$ cat src/rtl/iaoq_pkg.sv
// Shared IAOQ definitions.
//   iaoq_state_e   : sequencer FSM state encoding (SEQ/HELD/PEND/DELAY)
//   IAOQ_INC       : sequential increment, one instruction
//   IAOQ_FRONT_RST : front register reset value
//   IAOQ_BACK_RST  : back register reset value (front reset + one instruction)
package iaoq_pkg;

  typedef enum logic [1:0] {
    SEQ   = 2'b00,  // sequential fetch
    HELD  = 2'b01,  // stalled, nothing parked
    PEND  = 2'b10,  // stalled with a branch parked in the pending buffer
    DELAY = 2'b11   // delay slot of a taken branch is at the front
  } iaoq_state_e;

  localparam int unsigned IAOQ_INC       = 4;
  localparam int unsigned IAOQ_FRONT_RST = 0;
  localparam int unsigned IAOQ_BACK_RST  = IAOQ_FRONT_RST + IAOQ_INC;

endpackage

$ cat src/rtl/iaoq_sequencer_if.sv
// Bus between the IAOQ sequencer and its surroundings (pipe control,
// back stage, instruction memory).
//   slave  : the sequencer (consumes stall/branch/back_q, produces addresses)
//   master : the environment driving stall/branch/back_q
interface iaoq_sequencer_if #(
  parameter int unsigned WIDTH = 8
);
  logic             stall;
  logic             br_taken;
  logic [WIDTH-1:0] br_target;
  logic             br_nullify;
  logic [WIDTH-1:0] back_q;
  logic [WIDTH-1:0] iaoq_front;
  logic [WIDTH-1:0] back_d;
  logic             back_le;
  logic             slot_nullify;
  logic [1:0]       state;

  modport slave (
    input  stall, br_taken, br_target, br_nullify, back_q,
    output iaoq_front, back_d, back_le, slot_nullify, state
  );

  modport master (
    output stall, br_taken, br_target, br_nullify, back_q,
    input  iaoq_front, back_d, back_le, slot_nullify, state
  );
endinterface

$ cat src/rtl/iaoq_pend_buf.sv
// One-entry pending-branch buffer.
// A branch resolved while the pipe is stalled is captured here; a later
// branch in the same stall overwrites it. The entry is dropped on the first
// non-stalled cycle, which is the cycle in which it is consumed.
//   clk, reset              : clock, synchronous active-high reset
//   stall                   : pipe stall
//   br_taken/target/nullify : live branch
//   pend_valid/target/nullify : parked branch
module iaoq_pend_buf #(
  parameter int unsigned WIDTH = 8
) (
  input  logic             clk,
  input  logic             reset,
  input  logic             stall,
  input  logic             br_taken,
  input  logic [WIDTH-1:0] br_target,
  input  logic             br_nullify,
  output logic             pend_valid,
  output logic [WIDTH-1:0] pend_target,
  output logic             pend_nullify
);

  logic             pend_valid_q,   pend_valid_d;
  logic [WIDTH-1:0] pend_target_q,  pend_target_d;
  logic             pend_nullify_q, pend_nullify_d;

  always_comb begin
    pend_valid_d   = pend_valid_q;
    pend_target_d  = pend_target_q;
    pend_nullify_d = pend_nullify_q;
    if (reset) begin
      pend_valid_d   = 1'b0;
      pend_target_d  = '0;
      pend_nullify_d = 1'b0;
    end else if (!stall) begin
      pend_valid_d = 1'b0;
    end else if (br_taken) begin
      pend_valid_d   = 1'b1;
      pend_target_d  = br_target;
      pend_nullify_d = br_nullify;
    end
  end

  always_ff @(posedge clk) begin
    pend_valid_q   <= pend_valid_d;
    pend_target_q  <= pend_target_d;
    pend_nullify_q <= pend_nullify_d;
  end

  assign pend_valid   = pend_valid_q;
  assign pend_target  = pend_target_q;
  assign pend_nullify = pend_nullify_q;

endmodule

$ cat src/rtl/iaoq_sequencer.sv
// IAOQ front-half sequencer. Owns the front (fetch address) register and
// computes the combinational load value/enable for the IAOQ back register,
// including PA-RISC delayed-branch redirection with a one-entry pending
// buffer for branches resolved during a stall.
//   clk, reset : clock, synchronous active-high reset (priority over all)
//   bus.stall, bus.br_taken, bus.br_target, bus.br_nullify, bus.back_q : in
//   bus.iaoq_front, bus.slot_nullify, bus.state : registered outputs
//   bus.back_d, bus.back_le                      : combinational outputs
module iaoq_sequencer
  import iaoq_pkg::*;
#(
  parameter int unsigned WIDTH     = 8,
  parameter int unsigned INC       = IAOQ_INC,
  parameter int unsigned FRONT_RST = IAOQ_FRONT_RST
) (
  input logic             clk,
  input logic             reset,
  iaoq_sequencer_if.slave bus
);

  logic             pend_valid;
  logic [WIDTH-1:0] pend_target;
  logic             pend_nullify;

  logic             eff_taken;
  logic [WIDTH-1:0] eff_target;
  logic             eff_nullify;

  logic [WIDTH-1:0] front_q, front_d;
  logic             slot_nullify_q, slot_nullify_d;
  iaoq_state_e      state_q, state_d;
  logic [WIDTH-1:0] back_d;
  logic             back_le;

  iaoq_pend_buf #(.WIDTH(WIDTH)) u_pend_buf (
    .clk          (clk),
    .reset        (reset),
    .stall        (bus.stall),
    .br_taken     (bus.br_taken),
    .br_target    (bus.br_target),
    .br_nullify   (bus.br_nullify),
    .pend_valid   (pend_valid),
    .pend_target  (pend_target),
    .pend_nullify (pend_nullify)
  );

  // A live branch overrides a parked one.
  assign eff_taken   = bus.br_taken | pend_valid;
  assign eff_target  = bus.br_taken ? bus.br_target  : pend_target;
  assign eff_nullify = bus.br_taken ? bus.br_nullify : pend_nullify;

  // Next-address mux for the back stage; the sum wraps modulo 2^WIDTH.
  always_comb begin
    back_le = 1'b0;
    back_d  = WIDTH'(FRONT_RST + INC);
    if (!reset) begin
      back_le = !bus.stall;
      if (eff_taken)
        back_d = eff_target & ~{{(WIDTH-2){1'b0}}, 2'b11};
      else
        back_d = bus.back_q + WIDTH'(INC);
    end
  end

  always_comb begin
    front_d        = front_q;
    slot_nullify_d = slot_nullify_q;
    state_d        = state_q;
    if (reset) begin
      front_d        = WIDTH'(FRONT_RST);
      slot_nullify_d = 1'b0;
      state_d        = SEQ;
    end else begin
      if (!bus.stall) begin
        front_d        = bus.back_q;
        // Marks the delay slot, which is at the front next cycle.
        slot_nullify_d = eff_taken & eff_nullify;
      end
      case (state_q)
        PEND: state_d = bus.stall ? PEND : DELAY;
        HELD: begin
          if (bus.stall)         state_d = bus.br_taken ? PEND : HELD;
          else if (bus.br_taken) state_d = DELAY;
          else                   state_d = SEQ;
        end
        default: begin  // SEQ, DELAY
          if (bus.stall)      state_d = bus.br_taken ? PEND : HELD;
          else if (eff_taken) state_d = DELAY;
          else                state_d = SEQ;
        end
      endcase
    end
  end

  always_ff @(posedge clk) begin
    front_q        <= front_d;
    slot_nullify_q <= slot_nullify_d;
    state_q        <= state_d;
  end

  assign bus.iaoq_front   = front_q;
  assign bus.slot_nullify = slot_nullify_q;
  assign bus.state        = state_q;
  assign bus.back_d       = back_d;
  assign bus.back_le      = back_le;

endmodule

$ cat src/flat_wrapper.sv
// flat-port wrapper written by rule: the top's interface ports become plain ports
module iaoq_sequencer_flat import iaoq_pkg::*;
#(
  parameter int unsigned WIDTH     = 8,
  parameter int unsigned INC       = IAOQ_INC,
  parameter int unsigned FRONT_RST = IAOQ_FRONT_RST
)
  (clk, reset, bus_stall, bus_br_taken, bus_br_target, bus_br_nullify, bus_back_q, bus_iaoq_front, bus_back_d, bus_back_le, bus_slot_nullify, bus_state);
  iaoq_sequencer_if #(.WIDTH(WIDTH)) bus_i ();
  input logic clk;
  input logic reset;
  input wire logic [$bits(bus_i.stall)-1:0] bus_stall;
  input wire logic [$bits(bus_i.br_taken)-1:0] bus_br_taken;
  input wire logic [$bits(bus_i.br_target)-1:0] bus_br_target;
  input wire logic [$bits(bus_i.br_nullify)-1:0] bus_br_nullify;
  input wire logic [$bits(bus_i.back_q)-1:0] bus_back_q;
  output wire logic [$bits(bus_i.iaoq_front)-1:0] bus_iaoq_front;
  output wire logic [$bits(bus_i.back_d)-1:0] bus_back_d;
  output wire logic [$bits(bus_i.back_le)-1:0] bus_back_le;
  output wire logic [$bits(bus_i.slot_nullify)-1:0] bus_slot_nullify;
  output wire logic [$bits(bus_i.state)-1:0] bus_state;
  assign bus_i.stall = bus_stall;
  assign bus_i.br_taken = bus_br_taken;
  assign bus_i.br_target = bus_br_target;
  assign bus_i.br_nullify = bus_br_nullify;
  assign bus_i.back_q = bus_back_q;
  assign bus_iaoq_front = bus_i.iaoq_front;
  assign bus_back_d = bus_i.back_d;
  assign bus_back_le = bus_i.back_le;
  assign bus_slot_nullify = bus_i.slot_nullify;
  assign bus_state = bus_i.state;
  iaoq_sequencer #(.WIDTH(WIDTH), .INC(INC), .FRONT_RST(FRONT_RST)) u_core (.clk(clk), .reset(reset), .bus(bus_i));
endmodule
$ cat config.mk
export PLATFORM = sky130hd
export DESIGN_NAME = iaoq_sequencer_flat
export DESIGN_NICKNAME = d
export VERILOG_FILES = /design/src/rtl/iaoq_pkg.sv /design/src/rtl/iaoq_sequencer_if.sv /design/src/rtl/iaoq_pend_buf.sv /design/src/rtl/iaoq_sequencer.sv /design/src/flat_wrapper.sv
export SDC_FILE = /design/constraint.sdc
export NUM_CORES = 1
export LEC_CHECK = 0
export BUFFER_PORTS_ARGS = -buffer_cell sky130_fd_sc_hd__buf_2
export CAP_MARGIN = 20
export CORE_ASPECT_RATIO = 0.9
export CORE_MARGIN = 2
export CORE_UTILIZATION = 45
export DETAILED_ROUTE_END_ITERATION = 16
export PLACE_DENSITY_LB_ADDON = 0.2
export SKIP_CTS_REPAIR_TIMING = 1
export SLEW_MARGIN = 20
export SYNTH_ARGS = -nofsm -noshare
export SYNTH_HDL_FRONTEND = slang
export SYNTH_SLANG_ARGS = --single-unit
export TNS_END_PERCENT = 50
$ cat constraint.sdc
create_clock -name clk -period 2.99 [get_ports clk]
set_input_delay 0.598 -clock clk [delete_from_list [all_inputs] [get_ports clk]]
set_output_delay 0.598 -clock clk [all_outputs]
set_load 0.05 [all_outputs]
==> impl_metrics.toml, run 1 <==
[status]
status = "complete, no violations"

[drt]
vias = 952
via_per_inst = 5.23
route.detailed.drc = 0
wl_um = 2360
ant_nets = 0
wl_per_cell_um = 13.0
drtIter0Drc = 40
drt_first_pass_iters = 4

[yosys]
yosys.area.top_type = "dfxtp_1"
synth_area_um2 = 1010
yosys.area.top_type_share = 0.375
postSynthAreaPerCell_um2 = 8.31
synth-seq-cells = 19
ys_seq_area_frac = 0.375
synthesis.nets = 146
synth_cell_type_count = 29
yosys_warnings = 0
synth_cells = 122
netlist_top_cells_area = "dfxtp_1 (38%), mux2i_1 (11%), a21oi_1 (6.4%)"

[clock_network]
root_buffer = "clkbuf_4"
path_clk_slew_ns = 0.11
clk_latency_ns = 0.31
numCtsBuffers = 3
clock_path_buffers = 2
cts_sinks = 19
cts_tree = "done"
htreeDepth = 1

[sta]
finalSetupViolCount = 0
min_period_ns = 2.45
rsz0062_at_grt = "false"
finalCritPeriodShare = 0.819
slew_viol_final = 0
fmax_mhz = 408
tns_ns = 0
relSlewSlack = 0.667
finClkSkew_ns = 0.0119
tightest_slew_ns = 0.500
final_hold_viol_count = 0

[grt]
grt_max_degree = 28
grt_pass1_wl_um = 3750
grt_use_total = 0.190
antenna_found_initial = 0
grt-ovfl-total = 0
grt_pass1_vias = 879

[run]
drv_cap = 0

[worst_setup_path]
rrSetupSlack_ns = 1.63
crit_path_start_kind = "input pin"
ff2ff_path_depth = 5
crit_fanout = 21
endpoint_kind = "primary output"
cp.required_ns = 2.39
path_class = "input pin to primary output"
reg2reg_to = "u_core.bus.state[0]"
regToRegStartpoint = "u_core.bus.state[0]"
crit_arrival_ns = 1.85

[worst_hold_path]
min_path_type = "flip-flop to flip-flop"
hold_path.startpoint = "u_core.u_pend_buf.pend_target[7]"
hold_depth = 2
hold_path_end = "u_core.u_pend_buf.pend_target[7]"

[die]
pin_count = 41
fp.dieH_um = 49.0
core_area_um2 = 2160
rows = 16
die_area_um2 = 2650
die_x_um = 54.0
start_util = 0.469

[layout]
fin_nets = 180
final_core_util = 0.552
syn2layout_area_growth_pct = 17.8
fillers = 212
antennaDiodeCount = 0
drive_gt1_frac = 0.290

[pwr]
pwr_density_cell_nw_per_um2 = 507
peakVddDrop_v = 0.000366
p_leak_nw = 0.567

[place]
gp_congestion = 0.695
portBuffers = 38
dpl.hpwl_um = 1670
[worst max-delay path by stage]
stage | start | end | slack, ns
6_report | bus_br_taken | bus_back_d[5] | 0.54
5_1_grt | bus_br_taken | bus_back_d[6] | 0.46
4_1_cts | bus_br_taken | bus_back_d[5] | 0.58
3_5_place_dp | bus_br_taken | bus_back_d[5] | 0.59
3_3_place_gp | bus_br_taken | bus_back_d[6] | 0.58
2_1_floorplan | bus_back_q[2] | bus_back_d[6] | 0.24
[through the flow]
| step | area, um2 | setup slack (ns) | hold slack, ns | std cells | total power [mW] |
|---|---|---|---|---|---|
| after global placement | 1170 | 0.578 | 0.441 | 178 | 0.464 |
| after global routing | 1190 | 0.459 | 0.486 | 182 | 0.634 |
| after floorplan | 1010 | 0.241 | 0.432 | 122 | 0.428 |
| after detailed placement | 1170 | 0.591 | 0.453 | 178 | 0.470 |
| final | 1190 | 0.541 | 0.470 | 182 | 0.605 |
| after CTS | 1190 | 0.578 | 0.473 | 182 | 0.604 |
[cells by family (layout without fill, tap and decap cells)]
kind of cell	after synthesis	count (layout)	synth area share
multiplexers	11	11	0.109
adder cells (fa/ha/maj)	3	3	0.0370
XOR/XNOR	3	3	0.0259
flip-flops	19	19	0.375
AO/OA/AOI/OAI	24	24	0.147
buffers and inverters	13	46	0.0852
AND/OR/NAND/NOR	49	49	0.221
[state kept, by name, summed over array words and instances, names as in the netlist]
signal                          count
u_core.bus.slot_nullify             1
u_core.u_pend_buf.pend_valid        1
u_core.bus.state                    2
u_core.u_pend_buf.pend_target       6
u_core.bus.iaoq_front               8
u_core.u_pend_buf.pend_nullify      1
[cell usage in the layout, fill, tap and decap left out, drive strengths merged, types with 2 or more instances in the layout]
master | synthesis | routed
o22ai | 3 | 3
and2 | 2 | 2
dfxtp | 19 | 19
ha | 3 | 3
xor2 | 2 | 2
mux2i | 11 | 11
nor3 | 3 | 3
nand2 | 13 | 13
a21oi | 13 | 13
inv | 4 | 4
clkbuf | 1 | 3
o21ai | 2 | 2
nand3 | 9 | 9
a211oi | 2 | 2
nor2 | 18 | 18
buf | 8 | 38
[final cells by class]
cell class / count / area (um2) / share of cell area
inverters: 4 / 15.0 / 0.0126
clock buffers: 3 / 22.5 / 0.0189
multi-input cells: 90 / 547 / 0.458
repair buffers: 38 / 190 / 0.159
well taps: 27 / 33.8 / 0.0283
flip-flops and latches: 19 / 380 / 0.319
clock inverters: 1 / 5.00 / 0.00419
[metal layers]
metal  GRT usage  vias up  share of wire
met3      0.0429        2          0.064
li1            -      484              -
met2       0.287       33           0.47
met4      0.0625        0          0.011
met5           0        -              0
met1       0.265      433           0.45
[synthesized netlist by cell type (all sizes together)]
cell type	number
dfxtp	19
nor2	18
a21oi	13
nand2	13
mux2i	11
nand3	9
buf	8
inv	4
ha	3
nor3	3
o22ai	3
a211oi	2
and2	2
o21ai	2
xor2	2
a211o	1
a311oi	1
and3	1
clkbuf	1
nand2b	1
nand3b	1
nor3b	1
o21a	1
o22a	1
xnor2	1
[critical path, stage by stage]
cell and delay (ns):
buf_2 0.31, inv_1 0.17, nand2_1 0.12, o22ai_1 0.10, a211oi_1 0.23, buf_2 0.31
[power breakdown]
| part | switching, mW | internal [mW] | total (mW) |
|---|---|---|---|
| clock | 0.0893 | 0.0501 | 0.139 |
| sequential | 0.0102 | 0.269 | 0.279 |
| combinational | 0.130 | 0.0565 | 0.186 |
No activity file was read; power rests on OpenSTA's default activity.
==> inputs of run 2 (changes only) <==
--- a/config.mk
+++ b/config.mk
@@ -5,6 +5,7 @@
 export SDC_FILE = /design/constraint.sdc
 export NUM_CORES = 1
 export LEC_CHECK = 0
+export ABC_AREA = 1
 export BUFFER_PORTS_ARGS = -buffer_cell sky130_fd_sc_hd__buf_2
 export CAP_MARGIN = 20
 export CORE_ASPECT_RATIO = 0.9
==> constraint.sdc (replaced) <==
create_clock -name clk -period 2.32 [get_ports clk]
set_input_delay 0.464 -clock clk [delete_from_list [all_inputs] [get_ports clk]]
set_output_delay 0.464 -clock clk [all_outputs]
set_load 0.05 [all_outputs]
==> run 2 against run 1 <==
  * Setup slack got worse by 0.21 ns
  * Sequential share of layout area decreased by 0.59 points
  * Register-to-register slack got worse by 0.46 ns
  * Non-clock buffer count unchanged
  * Final area increased by 1.9%
  * Clock-buffer cell count increased by 1
  * Clock skew decreased by 0.0026 ns
  * Hold slack got worse by 0.056 ns
  * Wire length increased by 1.0%
  * Die area increased by 0.57%
  * Global-route usage increased by 1.1 points
  * Final cell count increased by 12%
  * Critical endpoint is now bus_back_d[7]
==> impl_metrics.toml, run 2 <==
[die]
die_area_um2 = 2660
die_x_um = 54.2
fp.dieH_um = 49.2
rows = 16
pin_count = 41
start_util = 0.472
core_area_um2 = 2160

[layout]
antennaDiodeCount = 0
final_common_cell = "buf_2"
fin_nets = 201
regArea_um2 = 380
final_cell_mix = "buf_2 (38), nand2_1 (28), nand3_1 (20)"
drive_gt1_frac = 0.284
fillers = 239
final_core_util = 0.563
largest_reg_flops = 8
stdcell_area_um2 = 1220
final_cells = 203
syn2layout_area_growth_pct = 19.3
multiInputGateArea_um2 = 507

[sta]
relSlewSlack = 0.753
finalCritPeriodShare = 0.859
rsz0062_at_grt = "false"
finalSetupViolCount = 0
slew_viol_final = 0
finClkSkew_ns = 0.00929
tns_ns = 0
fin_ws_ns = 0.328
fmax_mhz = 502
final_hold_viol_count = 0
timing.hold.ws_ns = 0.415
min_period_ns = 1.99
tightest_slew_ns = 0.371

[yosys]
synth-seq-cells = 19
yosys.area.top_type = "dfxtp_1"
synth_top_family_by_area = "simple AND/OR/NAND/NOR gates"
synth_cells = 140
netlist_top_cells_area = "dfxtp_1 (37%), nand2_1 (10%), nand3_1 (9.8%)"
synth_compound_area_frac = 0.184
synth_xor_area_frac = 0.0172
synth_most_common_cell = "nand2_1"
synth_fa_ha_area_frac = 0.0368
yosys_warnings = 0
synth_cell_type_count = 22
synth_ff_type = "dfxtp_1"
async_flop_share = 0
synth_edf_count = 0
synthesis.nets = 164
synth_area_um2 = 1020
synth_commonest_cells = "nand2_1 (28), nand3_1 (20), dfxtp_1 (19), inv_1 (18), o21ai_1 (11)"
ys_seq_area_frac = 0.373
postSynthAreaPerCell_um2 = 7.28
yosys.area.top_type_share = 0.373
synthSimpleGateAreaFrac = 0.259
muxShareOfSynthArea = 0

[worst_setup_path]
crit_arrival_ns = 1.53
ff2ff_path_depth = 6
path_class = "input pin to primary output"
rrSetupSlack_ns = 1.17
endpoint_kind = "primary output"
crit_start = "bus_br_taken"
regToRegStartpoint = "u_core.bus.state[0]"
setup.worst_path.end = "bus_back_d[7]"
crit_path_start_kind = "input pin"
reg2reg_to = "u_core.bus.state[0]"
cp.required_ns = 1.86
crit_fanout = 12

[drt]
via_per_inst = 5.09
wl_um = 2380
drtIter0Drc = 25
drt_first_pass_iters = 4
wl_per_cell_um = 11.7
route.detailed.drc = 0
ant_nets = 0
vias = 1033

[grt]
antenna_found_initial = 0
grt_pass1_vias = 977
grt_max_degree = 20
grt-ovfl-total = 0
grt_use_total = 0.201
grt_pass1_wl_um = 4090

[place]
portBuffers = 38
dp_slack_ns = 0.329
dpl_cell_area_um2 = 1190
gp_congestion = 0.858
dpl.hpwl_um = 1810
dpl.cell_count = 199

[clock_network]
path_clk_slew_ns = 0.10
numCtsBuffers = 3
clk_latency_ns = 0.30
cts_tree = "done"
cts_sinks = 19
clock_path_buffers = 2
root_buffer = "clkbuf_4"
htreeDepth = 1

[pwr]
power_mw = 0.767
peakVddDrop_v = 0.000338
p_leak_nw = 0.639
pwr_density_cell_nw_per_um2 = 631

[run]
drv_cap = 0

[worst_hold_path]
min_path_type = "input pin to flip-flop"

[status]
status = "complete, no violations"
[run 2: how the worst min path moves through the flow]
stage | depth (start not counted) | end | startpoint
after floorplan | 2 | u_core.u_pend_buf.pend_nullify | u_core.u_pend_buf.pend_nullify
after global placement | 2 | u_core.u_pend_buf.pend_target[7] | u_core.u_pend_buf.pend_target[7]
after detailed placement | 2 | u_core.u_pend_buf.pend_target[7] | u_core.u_pend_buf.pend_target[7]
after CTS | 3 | u_core.bus.iaoq_front[6] | bus_back_q[6]
after global routing | 3 | u_core.bus.iaoq_front[3] | bus_back_q[3]
final | 3 | u_core.bus.iaoq_front[6] | bus_back_q[6]
[run 2: cell families after synthesis]
family,count (synthesis)
AOI/OAI and AO/OA,33
xor gates and xnor gates,2
adders and majority gates,3
buffers and inverters,27
DFF,19
and+or+nand+nor,56
[run 2: layer usage]
metal  GRT usage  part of all wire  up-vias
met2       0.339              0.47       25
li1            -                 -      530
met4      0.0458             0.010        0
met3      0.0337             0.049        4
met5           0                 0        -
met1       0.261              0.47      474
[run 2: area by class of cell]
| cell class | count | area share |
|---|---|---|
| multi-input combinational | 94 | 0.417 |
| sequential | 19 | 0.313 |
| timing repair buffer | 38 | 0.156 |
| inverter | 21 | 0.0648 |
| tap | 27 | 0.0278 |
| clock buffer | 4 | 0.0216 |
[run 2: worst max-delay path: stages]
cell and delay [ns]:
buf_2 0.19, nor2_4 0.22, inv_2 0.13, nand3_1 0.09, nand2_1 0.05, inv_1 0.06, nand2_1 0.05, inv_1 0.04
buf_2 0.25
[run 2: where the power goes]
| group | leakage (nW) | internal (mW) | switching [mW] |
|---|---|---|---|
| logic | 0.468 | 0.0649 | 0.174 |
| clock network | 0.0150 | 0.0669 | 0.103 |
| registers | 0.156 | 0.347 | 0.0102 |
